File: config.mk
export PLATFORM = sky130hd
export DESIGN_NAME = mem_arbiter
export DESIGN_NICKNAME = d
export VERILOG_FILES = /design/src/rtl/mem_arb_pkg.sv /design/src/rtl/bus_timer.sv /design/src/rtl/mem_arbiter.sv
export SDC_FILE = /design/constraint.sdc
export NUM_CORES = 1
export LEC_CHECK = 0
export CAP_MARGIN = 20
export CORE_UTILIZATION = 40
export CTS_BUF_LIST = sky130_fd_sc_hd__clkbuf_2
export DETAILED_ROUTE_END_ITERATION = 10
export PLACE_DENSITY = 0.75
export SLEW_MARGIN = 25
export SYNTH_ARGS = -nofsm -noshare
export SYNTH_HDL_FRONTEND = slang
export SYNTH_SLANG_ARGS = --single-unit
File: constraint.sdc
create_clock -name i_clk -period 6.8 [get_ports i_clk]
set_clock_uncertainty 0.2 [all_clocks]
set_input_delay 1.02 -clock i_clk [delete_from_list [all_inputs] [get_ports i_clk]]
set_output_delay 1.02 -clock i_clk [all_outputs]
set_load 0.03 [all_outputs]
File: src/rtl/mem_arb_pkg.sv
// Shared types and sizing for the memory arbiter: state encoding, default
// burst/timeout limits and counter widths.
package mem_arb_pkg;

    localparam int DEF_MAX_DM_BURST = 4;
    localparam int DEF_TIMEOUT      = 255;
    localparam int TMR_W            = 8;

    // Burst counter must hold the value MAX_DM_BURST itself.
    function automatic int burst_width(input int max_burst);
        return (max_burst < 1) ? 1 : $clog2(max_burst + 1);
    endfunction

    localparam int BURST_W = burst_width(DEF_MAX_DM_BURST);

    typedef enum logic [1:0] {
        IDLE   = 2'd0,
        GNT_IF = 2'd1,
        GNT_DM = 2'd2,
        RESP   = 2'd3
    } arb_state_e;

endpackage

File: src/rtl/bus_timer.sv
// Bus acknowledge watchdog: down-counter reloaded while idle, flags expiry on
// the TIMEOUT-th enabled cycle.
module bus_timer
    import mem_arb_pkg::*;
#(
    parameter int TIMEOUT = DEF_TIMEOUT
) (
    input  logic i_clk,
    input  logic i_rst,
    input  logic clear,
    input  logic enable,
    output logic expired
);

    // Loaded with TIMEOUT-1 so the terminal count of zero lands on the
    // TIMEOUT-th bus cycle after the grant edge.
    localparam logic [TMR_W-1:0] TC_LOAD = TMR_W'(TIMEOUT - 1);

    logic [TMR_W-1:0] cnt;

    always_ff @(posedge i_clk or posedge i_rst) begin
        if (i_rst) begin
            cnt <= '0;
        end else if (clear) begin
            cnt <= TC_LOAD;
        end else if (enable && (cnt != '0)) begin
            cnt <= cnt - 1'b1;
        end
    end

    assign expired = enable && (cnt == '0);

endmodule

File: src/rtl/mem_arbiter.sv
// Two-master (fetch / data) arbiter onto a single registered memory bus, with
// bounded data bursts and an acknowledge timeout.
//
// state  | meaning
// IDLE   | sample requesters, register winner onto bus
// GNT_IF | fetch transaction on bus, waiting for ack or timeout
// GNT_DM | data transaction on bus, waiting for ack or timeout
// RESP   | ack cycle to requester; requests ignored
module mem_arbiter
    import mem_arb_pkg::*;
#(
    parameter int MAX_DM_BURST = DEF_MAX_DM_BURST,
    parameter int TIMEOUT      = DEF_TIMEOUT
) (
    input  logic        i_clk,
    input  logic        i_rst,

    input  logic        i_if_req,
    input  logic [31:0] i_if_addr,
    output logic        o_if_ack,
    output logic        o_if_err,
    output logic [31:0] o_if_rdata,

    input  logic        i_dm_req,
    input  logic [31:0] i_dm_addr,
    input  logic [31:0] i_dm_wdata,
    input  logic        i_dm_write,
    input  logic        i_dm_rdu,
    input  logic        i_dm_byte,
    input  logic        i_dm_hwrd,
    output logic        o_dm_ack,
    output logic        o_dm_err,
    output logic [31:0] o_dm_rdata,

    output logic        o_bus_req,
    output logic        o_bus_write,
    output logic        o_bus_rdu,
    output logic        o_bus_byte,
    output logic        o_bus_hwrd,
    output logic [31:0] o_bus_addr,
    output logic [31:0] o_bus_wdata,
    input  logic        i_bus_ack,
    input  logic [31:0] i_bus_rdata
);

    localparam int BW = burst_width(MAX_DM_BURST);
    localparam logic [BW-1:0] BURST_MAX = BW'(MAX_DM_BURST);

    arb_state_e    state, state_d;
    logic [BW-1:0] burst, burst_d;

    logic        bus_req_d, bus_write_d, bus_rdu_d, bus_byte_d, bus_hwrd_d;
    logic [31:0] bus_addr_d, bus_wdata_d;
    logic        if_ack_d, if_err_d, dm_ack_d, dm_err_d;
    logic [31:0] if_rdata_d, dm_rdata_d;

    logic in_grant;
    logic expired;
    logic ack_valid;
    logic dm_wins;

    assign in_grant  = (state == GNT_IF) || (state == GNT_DM);
    assign ack_valid = i_bus_ack && o_bus_req;
    assign dm_wins   = i_dm_req && !(i_if_req && (burst == BURST_MAX));

    bus_timer #(
        .TIMEOUT (TIMEOUT)
    ) u_bus_timer (
        .i_clk   (i_clk),
        .i_rst   (i_rst),
        .clear   (!in_grant),
        .enable  (in_grant),
        .expired (expired)
    );

    always_comb begin
        state_d     = state;
        burst_d     = burst;
        bus_req_d   = o_bus_req;
        bus_write_d = o_bus_write;
        bus_rdu_d   = o_bus_rdu;
        bus_byte_d  = o_bus_byte;
        bus_hwrd_d  = o_bus_hwrd;
        bus_addr_d  = o_bus_addr;
        bus_wdata_d = o_bus_wdata;
        if_ack_d    = 1'b0;
        if_err_d    = 1'b0;
        dm_ack_d    = 1'b0;
        dm_err_d    = 1'b0;
        if_rdata_d  = o_if_rdata;
        dm_rdata_d  = o_dm_rdata;

        case (state)
            IDLE: begin
                if (dm_wins) begin
                    state_d     = GNT_DM;
                    bus_req_d   = 1'b1;
                    bus_addr_d  = i_dm_addr;
                    bus_wdata_d = i_dm_wdata;
                    bus_write_d = i_dm_write;
                    bus_rdu_d   = i_dm_rdu;
                    bus_byte_d  = i_dm_byte;
                    bus_hwrd_d  = i_dm_hwrd;
                    // Only grants made while fetch is waiting count toward the burst.
                    burst_d     = i_if_req ? burst + 1'b1 : '0;
                end else if (i_if_req) begin
                    state_d     = GNT_IF;
                    bus_req_d   = 1'b1;
                    bus_addr_d  = i_if_addr;
                    bus_wdata_d = '0;
                    bus_write_d = 1'b0;
                    bus_rdu_d   = 1'b0;
                    bus_byte_d  = 1'b0;
                    bus_hwrd_d  = 1'b0;
                    burst_d     = '0;
                end
            end
            GNT_IF: begin
                if (ack_valid) begin
                    state_d    = RESP;
                    bus_req_d  = 1'b0;
                    if_ack_d   = 1'b1;
                    if_rdata_d = i_bus_rdata;
                end else if (expired) begin
                    state_d    = RESP;
                    bus_req_d  = 1'b0;
                    if_ack_d   = 1'b1;
                    if_err_d   = 1'b1;
                    if_rdata_d = '0;
                end
            end
            GNT_DM: begin
                if (ack_valid) begin
                    state_d    = RESP;
                    bus_req_d  = 1'b0;
                    dm_ack_d   = 1'b1;
                    dm_rdata_d = o_bus_write ? 32'h0 : i_bus_rdata;
                end else if (expired) begin
                    state_d    = RESP;
                    bus_req_d  = 1'b0;
                    dm_ack_d   = 1'b1;
                    dm_err_d   = 1'b1;
                    dm_rdata_d = '0;
                end
            end
            RESP: begin
                state_d = IDLE;
            end
            default: begin
                state_d = IDLE;
            end
        endcase
    end

    always_ff @(posedge i_clk or posedge i_rst) begin
        if (i_rst) begin
            state <= IDLE;
        end else begin
            state <= state_d;
        end
    end

    always_ff @(posedge i_clk or posedge i_rst) begin
        if (i_rst) begin
            burst       <= '0;
            o_bus_req   <= 1'b0;
            o_bus_write <= 1'b0;
            o_bus_rdu   <= 1'b0;
            o_bus_byte  <= 1'b0;
            o_bus_hwrd  <= 1'b0;
            o_bus_addr  <= '0;
            o_bus_wdata <= '0;
            o_if_ack    <= 1'b0;
            o_if_err    <= 1'b0;
            o_if_rdata  <= '0;
            o_dm_ack    <= 1'b0;
            o_dm_err    <= 1'b0;
            o_dm_rdata  <= '0;
        end else begin
            burst       <= burst_d;
            o_bus_req   <= bus_req_d;
            o_bus_write <= bus_write_d;
            o_bus_rdu   <= bus_rdu_d;
            o_bus_byte  <= bus_byte_d;
            o_bus_hwrd  <= bus_hwrd_d;
            o_bus_addr  <= bus_addr_d;
            o_bus_wdata <= bus_wdata_d;
            o_if_ack    <= if_ack_d;
            o_if_err    <= if_err_d;
            o_if_rdata  <= if_rdata_d;
            o_dm_ack    <= dm_ack_d;
            o_dm_err    <= dm_err_d;
            o_dm_rdata  <= dm_rdata_d;
        end
    end

endmodule

After elaboration in Yosys (flattened, before gate mapping)
Index checks and enable logic that the tools add are counted.
- muxes and demuxes: 35
- add/subtract/negate cells: 2
- reductions and logical operators: 19
- equal/unequal tests: 7
- operator list (cell ; number):
    $mux W32 ; 8
    $mux W1 ; 16
    $mux W8 ; 2
    $mux W3 ; 3
    $logic_not A8 Y1 ; 1
    $mux W2 ; 4
    $reduce_and A2 Y1 ; 4
    $reduce_bool A8 Y1 ; 1
    $sub A8 B1 Y8 const B ; 1
    $pmux W2 S3 ; 1
    $reduce_bool A2 Y1 ; 3
    $logic_and A1 B1 Y1 ; 5
    $eq A2 B2 Y1 const B ; 2
    $add A3 B1 Y3 const B ; 1
    $eq A3 B3 Y1 const B ; 1
    $ne A3 B1 Y1 const B ; 1
    $ne A3 B3 Y1 const B ; 1
    $reduce_and A3 Y1 ; 1
    $eq A2 B1 Y1 const B ; 1
    $logic_not A2 Y1 ; 1
    $ne A2 B2 Y1 const B ; 1
    $pmux W1 S2 ; 1
    $reduce_or A2 Y1 ; 1
    $logic_not A1 Y1 ; 1
    $logic_or A1 B1 Y1 ; 1
- bits in registers: 150
- output and inout bits: 137

Longest topological paths before layout
Gate-level depths: netlist (run 1).
- depth after elaboration: 6
- mapped depth: 9
- gate-level depth less buffers: 6

Modules after synthesis
From an unflattened synthesis (run 1), not the netlist that was laid out.
- cell total of the unflattened synthesis: 620
- area, all modules: 6780.3 sq um
- by module, submodules not included (module ; instances ; area an instance (sq um) ; cells an instance):
    mem_arbiter ; 1 ; 6312.3 ; 574
    bus_timer ; 1 ; 467.9 ; 46

Least setup slack after synthesis (run 1)
No wires, ideal clock.
- path kind: flip-flop to flip-flop
- start point: register u_bus_timer.cnt[0]
- end point: register state[0]
- data required time: 6.475 ns
- stages on the path, launching flop included: 8
- setup time: 0.125 ns
- data arrival time: 1.973 ns
- setup slack: 4.502 ns
- buffers on the path: 1
- cell sequence: dfrtp_1 inv_1 ha_1 or3b_2 clkbuf_1 or2_4 a31oi_4 mux2_2
- cells in the longest elaborated chain, start to end: 4
- ends and longest elaborated chain (element ; RTL line ; RTL):
    start, declared ; bus_timer.sv:19 ; logic [TMR_W-1:0] cnt;
    start signal, assigned ; bus_timer.sv:27 ; cnt <= cnt - 1'b1;
    $logic_not A8 Y1 ; bus_timer.sv:31 ; assign expired = enable && (cnt == '0);
    $logic_and A1 B1 Y1 ; bus_timer.sv:31 ;
    $ne A3 B1 Y1 (no source line) ; -- ;
    $reduce_and A2 Y1 (no source line) ; -- ;
    end signal, assigned ; mem_arbiter.sv:159 ; state <= state_d;
    end, declared ; mem_arbiter.sv:49 ; arb_state_e state, state_d;
No other way between the ends.
A chain may end at the register's enable or synchronous reset.

Worst setup path after layout (run 1)
- start point: register o_bus_req
- end point: output o_bus_req
- RTL lines (element ; RTL line ; RTL):
    start, declared ; mem_arbiter.sv:35 ; output logic o_bus_req,
    start signal, assigned ; mem_arbiter.sv:181 ; o_bus_req <= bus_req_d;
No word-level cell between the ends.

==> results of run 1 <==
## layout by cell type, fill, tap and decap left out, types with 3 or more instances in the layout
| cell type | count |
|---|---|
| ha_1 | 6 |
| clkinv_4 | 3 |
| nand2_1 | 241 |
| o21ai_0 | 40 |
| o221ai_1 | 32 |
| a31oi_1 | 32 |
| dfrtp_1 | 150 |
| nand3_1 | 69 |
| nand2b_1 | 33 |
| clkinvlp_4 | 3 |
| nor3_1 | 5 |
| clkbuf_2 | 17 |
| a21oi_1 | 3 |
| buf_4 | 8 |
| nor2_1 | 39 |
| clkdlybuf4s50_1 | 273 |
| inv_6 | 6 |
| inv_1 | 42 |
## stage by stage
| step | hold WS [ns] | std cells |
|---|---|---|
| final | 0.312 | 1259 |
| after detailed placement | 0.270 | 1225 |
| after global routing | 0.339 | 1259 |
| after floorplan | 0.276 | 779 |
| after global placement | 0.261 | 1225 |
| after CTS | 0.316 | 1257 |
## logic make-up after synthesis
| logic type | Yosys count | synth area share |
|---|---|---|
| DFF | 150 | 0.551 |
| and+or+nand+nor | 400 | 0.252 |
| muxes | 4 | 0.00625 |
| xor gates and xnor gates | 3 | 0.00386 |
| buffers and inverters | 98 | 0.0570 |
| AOI/OAI and AO/OA | 116 | 0.115 |
| adders and majority gates | 8 | 0.0147 |
## report_power, final
group	switching (µW)	internal [µW]
sequential	282	1290
combinational	1670	1120
clock	358	141
## cell type report
class	instances	area, µm²
Sequential cell	150	3750
Antenna cell	1	2.50
Timing Repair Buffer	282	2820
Clock buffer	17	85.1
Fill cell	1477	6630
Inverter	43	166
Tap cell	220	275
Clock inverter	15	149
Multi-Input combinational cell	531	2700
## flip-flops by register name, summed over array words and instances (netlist names)
| register | flops |
|---|---|
| burst | 3 |
| o_bus_addr | 32 |
| o_bus_byte | 1 |
| o_bus_hwrd | 1 |
| o_bus_rdu | 1 |
| o_bus_req | 1 |
| o_bus_wdata | 32 |
| o_bus_write | 1 |
| o_dm_ack | 1 |
| o_dm_err | 1 |
| o_dm_rdata | 32 |
| o_if_ack | 1 |
| o_if_err | 1 |
| o_if_rdata | 32 |
| state | 2 |
| u_bus_timer.cnt | 8 |
## worst paths after layout
kind | to | cells past startpoint | slack [ns] | start
worst max-delay path | o_bus_req | 1 | 3.65 | o_bus_req$_DFFE_PP0P_
worst min-delay path | o_bus_wdata[15]$_DFFE_PP0P_ | 2 | 0.31 | o_bus_wdata[15]$_DFFE_PP0P_
worst max register to register | o_if_rdata[4]$_DFFE_PP0P_ | 7 | 4.16 | state[0]$_DFFE_PP0P_
worst min register to register | o_bus_wdata[15]$_DFFE_PP0P_ | 2 | 0.31 | o_bus_wdata[15]$_DFFE_PP0P_
max in group asynchronous | u_bus_timer.cnt[0]$_DFFE_PP0P_ | 3 | 4.47 | i_rst
min in group asynchronous | o_if_rdata[8]$_DFFE_PP0P_ | 2 | 0.58 | i_rst
## metal layers
metal  part of all wire  track usage  up-vias
met5            0.00062            0        -
met4              0.015       0.0741        2
met3              0.093       0.0789       21
met2               0.48        0.355      251
met1               0.41        0.292     2939
li1                   -            -     3077
## synth_stat cells (all sizes together)
master,number
o211ai,1
nor3,5
and3,2
a21oi,3
nor2b,2
buf,9
a31o,1
a211o,1
or3,1
mux2i,2
nand4b,1
or3b,1
a31oi,33
clkbuf,46
ha,8
nand2,242
o31a,1
o22ai,1
nor2,40
nand2b,33
o21ai,41
or4,1
nand3,69
mux2,2
xnor2,1
xor2,2
inv,43
or2,1
o221ai,32
dfrtp,150
a32o,1
nor3b,1
o21a,1
and2,1
## tightest hold or removal path, delay by kind of cell, from the launching register on
kind,cells,cell delay [ns]
AO/OA/AOI/OAI,1,0.06
AND/OR/NAND/NOR,1,0.05
flip-flops,1,0.40
==> results.txt, run 1 <==
Worst Hold Class -> register to register
CP Launch Type -> register
# setup viols final -> 0
Placement Cell Area -> 9680 µm²
Worst Path Required -> 5.58 ns
CTS root buf -> clkbuf_2
Post-Syn Instances -> 779
top cell type's share of synthesized area -> 0.551
sequential cell area fraction in the yosys report -> 0.551
Max VDD drop -> 375 µV
crit end category -> primary output
final worst-path cycle share -> 0.463
CP max-delay cell -> clkdlybuf4s50_1
post-CTS setup buffer count -> 0
GP Congestion -> 0.784
cell area after synthesis -> 6810 µm²
Rows -> 47
Worst Max-Slew Pin Slew -> 0.851 ns
DR WL/cell -> 15.4 µm
min Tclk post-route -> 3.15 ns
first-pass GRT wire length -> 31000 µm
Num CTS Buffers -> 17
pin count of the biggest net entering global routing -> 103
Leak Pwr -> 0.00439 µW
Area Growth Syn to Fin -> 46.2%
grt ovf -> 0
Clock Latency Late Sink -> 0.71 ns
synthesized net count -> 924
post-detail-place hpwl -> 13200 µm
Max-cap violations -> 0
Layout Nets -> 1170
CTS hold repair buffers -> 0
CP top delay family -> buffers and inverters
Clock Pin Slew Worst Setup and Hold Paths -> 0.23 ns
Syn. warnings -> 0
Critical Path Max Stage Delay -> 0.72 ns
DR vias -> 6290
die footprint -> 17500 µm²
design area -> 9950 µm²
CP cell instances -> clkdlybuf4s50_1
clock sink count -> 150
DRC -> 0
CP arrival -> 1.93 ns
share of cells above drive strength 1 -> 0.0539
Buf/Inv on CP -> 1
Post-CTS Resized -> 0
Total Power -> 4860 µW
RSZ-0062 raised after global routing -> no
ANT nets after route -> 0
H-tree levels -> 4
Core Area -> 16600 µm²
Port Buffers -> 273
final worst setup slack -> 3.65 ns
Bufs on Longest Clock Path -> 2
Die Height -> 132 µm
Area contributors post-synth -> dfrtp_1 (55%), nand2_1 (13%), nand3_1 (5.1%)
Routed WL -> 19400 µm
CTS tree -> built
TNS Setup -> 0 ns
Power Density -> 489 nW/µm²
I/O Pins -> 274
Rel. slew slack -> 0.432
Final Hold Fails -> 0
crit-path max FO -> 4
vias in the first global route -> 5810
DIE WIDTH -> 132 µm
effective utilization at floorplan -> 0.411
DR pass1 iterations -> 7
initial drt markers -> 496
Post-Syn Area per Cell -> 8.74 µm²
Synth area leader -> dfrtp_1
max-slew violation count -> 0
total global-route track usage -> 0.226
outcome -> completed
Crit Path Category -> register to primary output
FMAX -> 0.318 GHz
#FFs+latches synth -> 150
Final Util -> 0.600
DP Worst Slack -> 3.49 ns
antenna violations before repair -> 3
Via density -> 5.00
library cells used by synthesis -> 38
Power figures use the tool's default switching activity.
==> run 2: changes to the inputs <==
Clock period 6.8 ns to 2.9 ns, I/O delays scaled along.
==> results.txt, run 2 (synthesized netlist as in run 1, its figures left out) <==
Rel. slew slack -> 0.477
final worst setup slack -> 0.232 ns
Max VDD drop -> 606 µV
CP top delay family -> buffers and inverters
effective utilization at floorplan -> 0.411
total global-route track usage -> 0.260
clock sink count -> 150
crit end category -> register
I/O Pins -> 274
TNS Setup -> 0 ns
commonest non-fill, non-tap cell in the layout -> clkdlybuf4s50_1
first-pass GRT wire length -> 35700 µm
Worst Max-Slew Pin Slew -> 0.783 ns
Worst Hold Class -> input port to register
Port Buffers -> 273
FMAX -> 0.375 GHz
Critical Path Max Stage Delay -> 0.59 ns
Buf/Inv on CP -> 3
Layout Nets -> 1272
grt ovf -> 0
antenna violations before repair -> 2
Max-cap violations -> 0
Rows -> 47
CTS tree -> built
Core Area -> 16600 µm²
Post-CTS Resized -> 0
crit-path max FO -> 50
GP Congestion -> 0.814
CP cell instances -> inv_1 -> ha_1 -> o21a_4 -> buf_12 -> nor2_1 -> a31oi_1 -> dlygate4sd3_1
filler instances -> 1286
Via density -> 5.17
most frequent cells in the layout -> clkdlybuf4s50_1 (273), nand2_1 (241), dfrtp_1 (150), dlygate4sd3_1 (89), nand3_1 (69)
CTS root buf -> clkbuf_2
initial drt markers -> 407
Power Density -> 1090 nW/µm²
post-detail-place hpwl -> 13800 µm
Area Growth Syn to Fin -> 61.3%
Clock Latency Late Sink -> 0.72 ns
DIE WIDTH -> 132 µm
Bufs on Longest Clock Path -> 2
DR pass1 iterations -> 5
DRC -> 0
CP arrival -> 3.14 ns
CP Launch Type -> register
Worst Path Required -> 3.37 ns
RSZ-0062 raised after global routing -> no
die footprint -> 17500 µm²
max-slew violation count -> 0
Leak Pwr -> 0.00483 µW
Num CTS Buffers -> 17
Crit Path Category -> register to register
pin count of the biggest net entering global routing -> 67
Clock Pin Slew Worst Setup and Hold Paths -> 0.21 ns
DP Worst Slack -> 0.425 ns
# setup viols final -> 0
H-tree levels -> 4
share of cells above drive strength 1 -> 0.0596
outcome -> completed
Final Hold Fails -> 0
Layout Cells excl Fill -> 1362
Die Height -> 132 µm
final worst-path cycle share -> 0.920
ANT nets after route -> 0
Placed Cells -> 1239
CP max-delay cell -> dlygate4sd3_1
DR WL/cell -> 16.4 µm
Final Util -> 0.662
vias in the first global route -> 6988
Routed WL -> 22300 µm
DR vias -> 7042
min Tclk post-route -> 2.67 ns
run 2: cell count changes in the layout (fill, tap and decap cells not counted), sizes merged:
cell,previous run,this run
clkinv,6,4
clkinvlp,3,4
inv,48,44
clkbuf,17,21
dlygate4sd3,0,89
diode,1,2
bufinv,1,2
buf,9,22
run 2: metal layers:
metal | GRT usage | vias up | routed length, µm
met5 | 0 | - | 0
met4 | 0.127 | 0 | 909
met3 | 0.0670 | 63 | 1680
met2 | 0.421 | 340 | 10500
met1 | 0.325 | 3362 | 9220
li1 | - | 3277 | -
run 2: where the power goes:
group          total (µW)  internal [µW]  switching, µW
registers            3700           3020            677
logic                7110           3000           4120
clock network        1180            411            765
total               12000           6430           5560
run 2: through the flow:
stage | hold slack [ns] | power [µW] | instance area, µm²
2_1_floorplan | 0.276 | 7630 | 6810
3_3_place_gp | 0.262 | 10200 | 9860
3_5_place_dp | 0.271 | 10400 | 9860
4_1_cts | 0.00329 | 11900 | 11000
5_1_grt | 0.00350 | 12700 | 11000
6_report | 0.0670 | 12000 | 11000
run 2: what timing repair did:
item / 4_1_cts / 5_1_grt
endpoints found under the hold margin: 89 / 0
setup buffers: 0 / 0
hold buffers: 89 / 0
run 2: layout make-up:
| type | instances | area (µm²) | area share |
|---|---|---|---|
| Clock buffer | 21 | 105 | 0.00957 |
| Inverter | 43 | 165 | 0.0150 |
| Timing Repair Buffer | 384 | 3860 | 0.352 |
| Sequential cell | 150 | 3750 | 0.342 |
| Tap cell | 220 | 275 | 0.0251 |
| Antenna cell | 2 | 5.00 | 0.000456 |
| Multi-Input combinational cell | 531 | 2690 | 0.245 |
| Clock inverter | 11 | 126 | 0.0115 |
run 2: worst paths after layout:
| path | end | slack (ns) | startpoint | cells past startpoint |
|---|---|---|---|---|
| max | o_bus_addr[14]$_DFFE_PP0P_ | 0.23 | state[0]$_DFFE_PP0P_ | 7 |
| min | o_bus_addr[19]$_DFFE_PP0P_ | 0.07 | i_dm_addr[19] | 3 |
| max reg2reg | o_bus_addr[14]$_DFFE_PP0P_ | 0.23 | state[0]$_DFFE_PP0P_ | 7 |
| min reg2reg | o_bus_wdata[3]$_DFFE_PP0P_ | 0.31 | o_bus_wdata[3]$_DFFE_PP0P_ | 2 |
| max in group asynchronous | o_dm_rdata[14]$_DFFE_PP0P_ | 1.25 | i_rst | 4 |
| min in group asynchronous | o_bus_addr[17]$_DFFE_PP0P_ | 0.51 | i_rst | 3 |
run 2: worst min-delay path: stages:
cell	delay, ns
clkdlybuf4s50_1	0.40
nand2_1	0.06
a31oi_1	0.08
==> run 3: changes to the inputs <==
--- a/constraint.sdc
+++ b/constraint.sdc
@@ -3,3 +3,3 @@
 set_input_delay 0.435 -clock i_clk [delete_from_list [all_inputs] [get_ports i_clk]]
 set_output_delay 0.435 -clock i_clk [all_outputs]
-set_load 0.03 [all_outputs]
+set_load 0.005 [all_outputs]
==> results of run 3 <==
Same layout as run 2 (identical final DEF). Status: completed.
Among the figures that moved: total power 12000 µW -> 10300 µW; worst IR drop on VDD 606 µV -> 521 µV
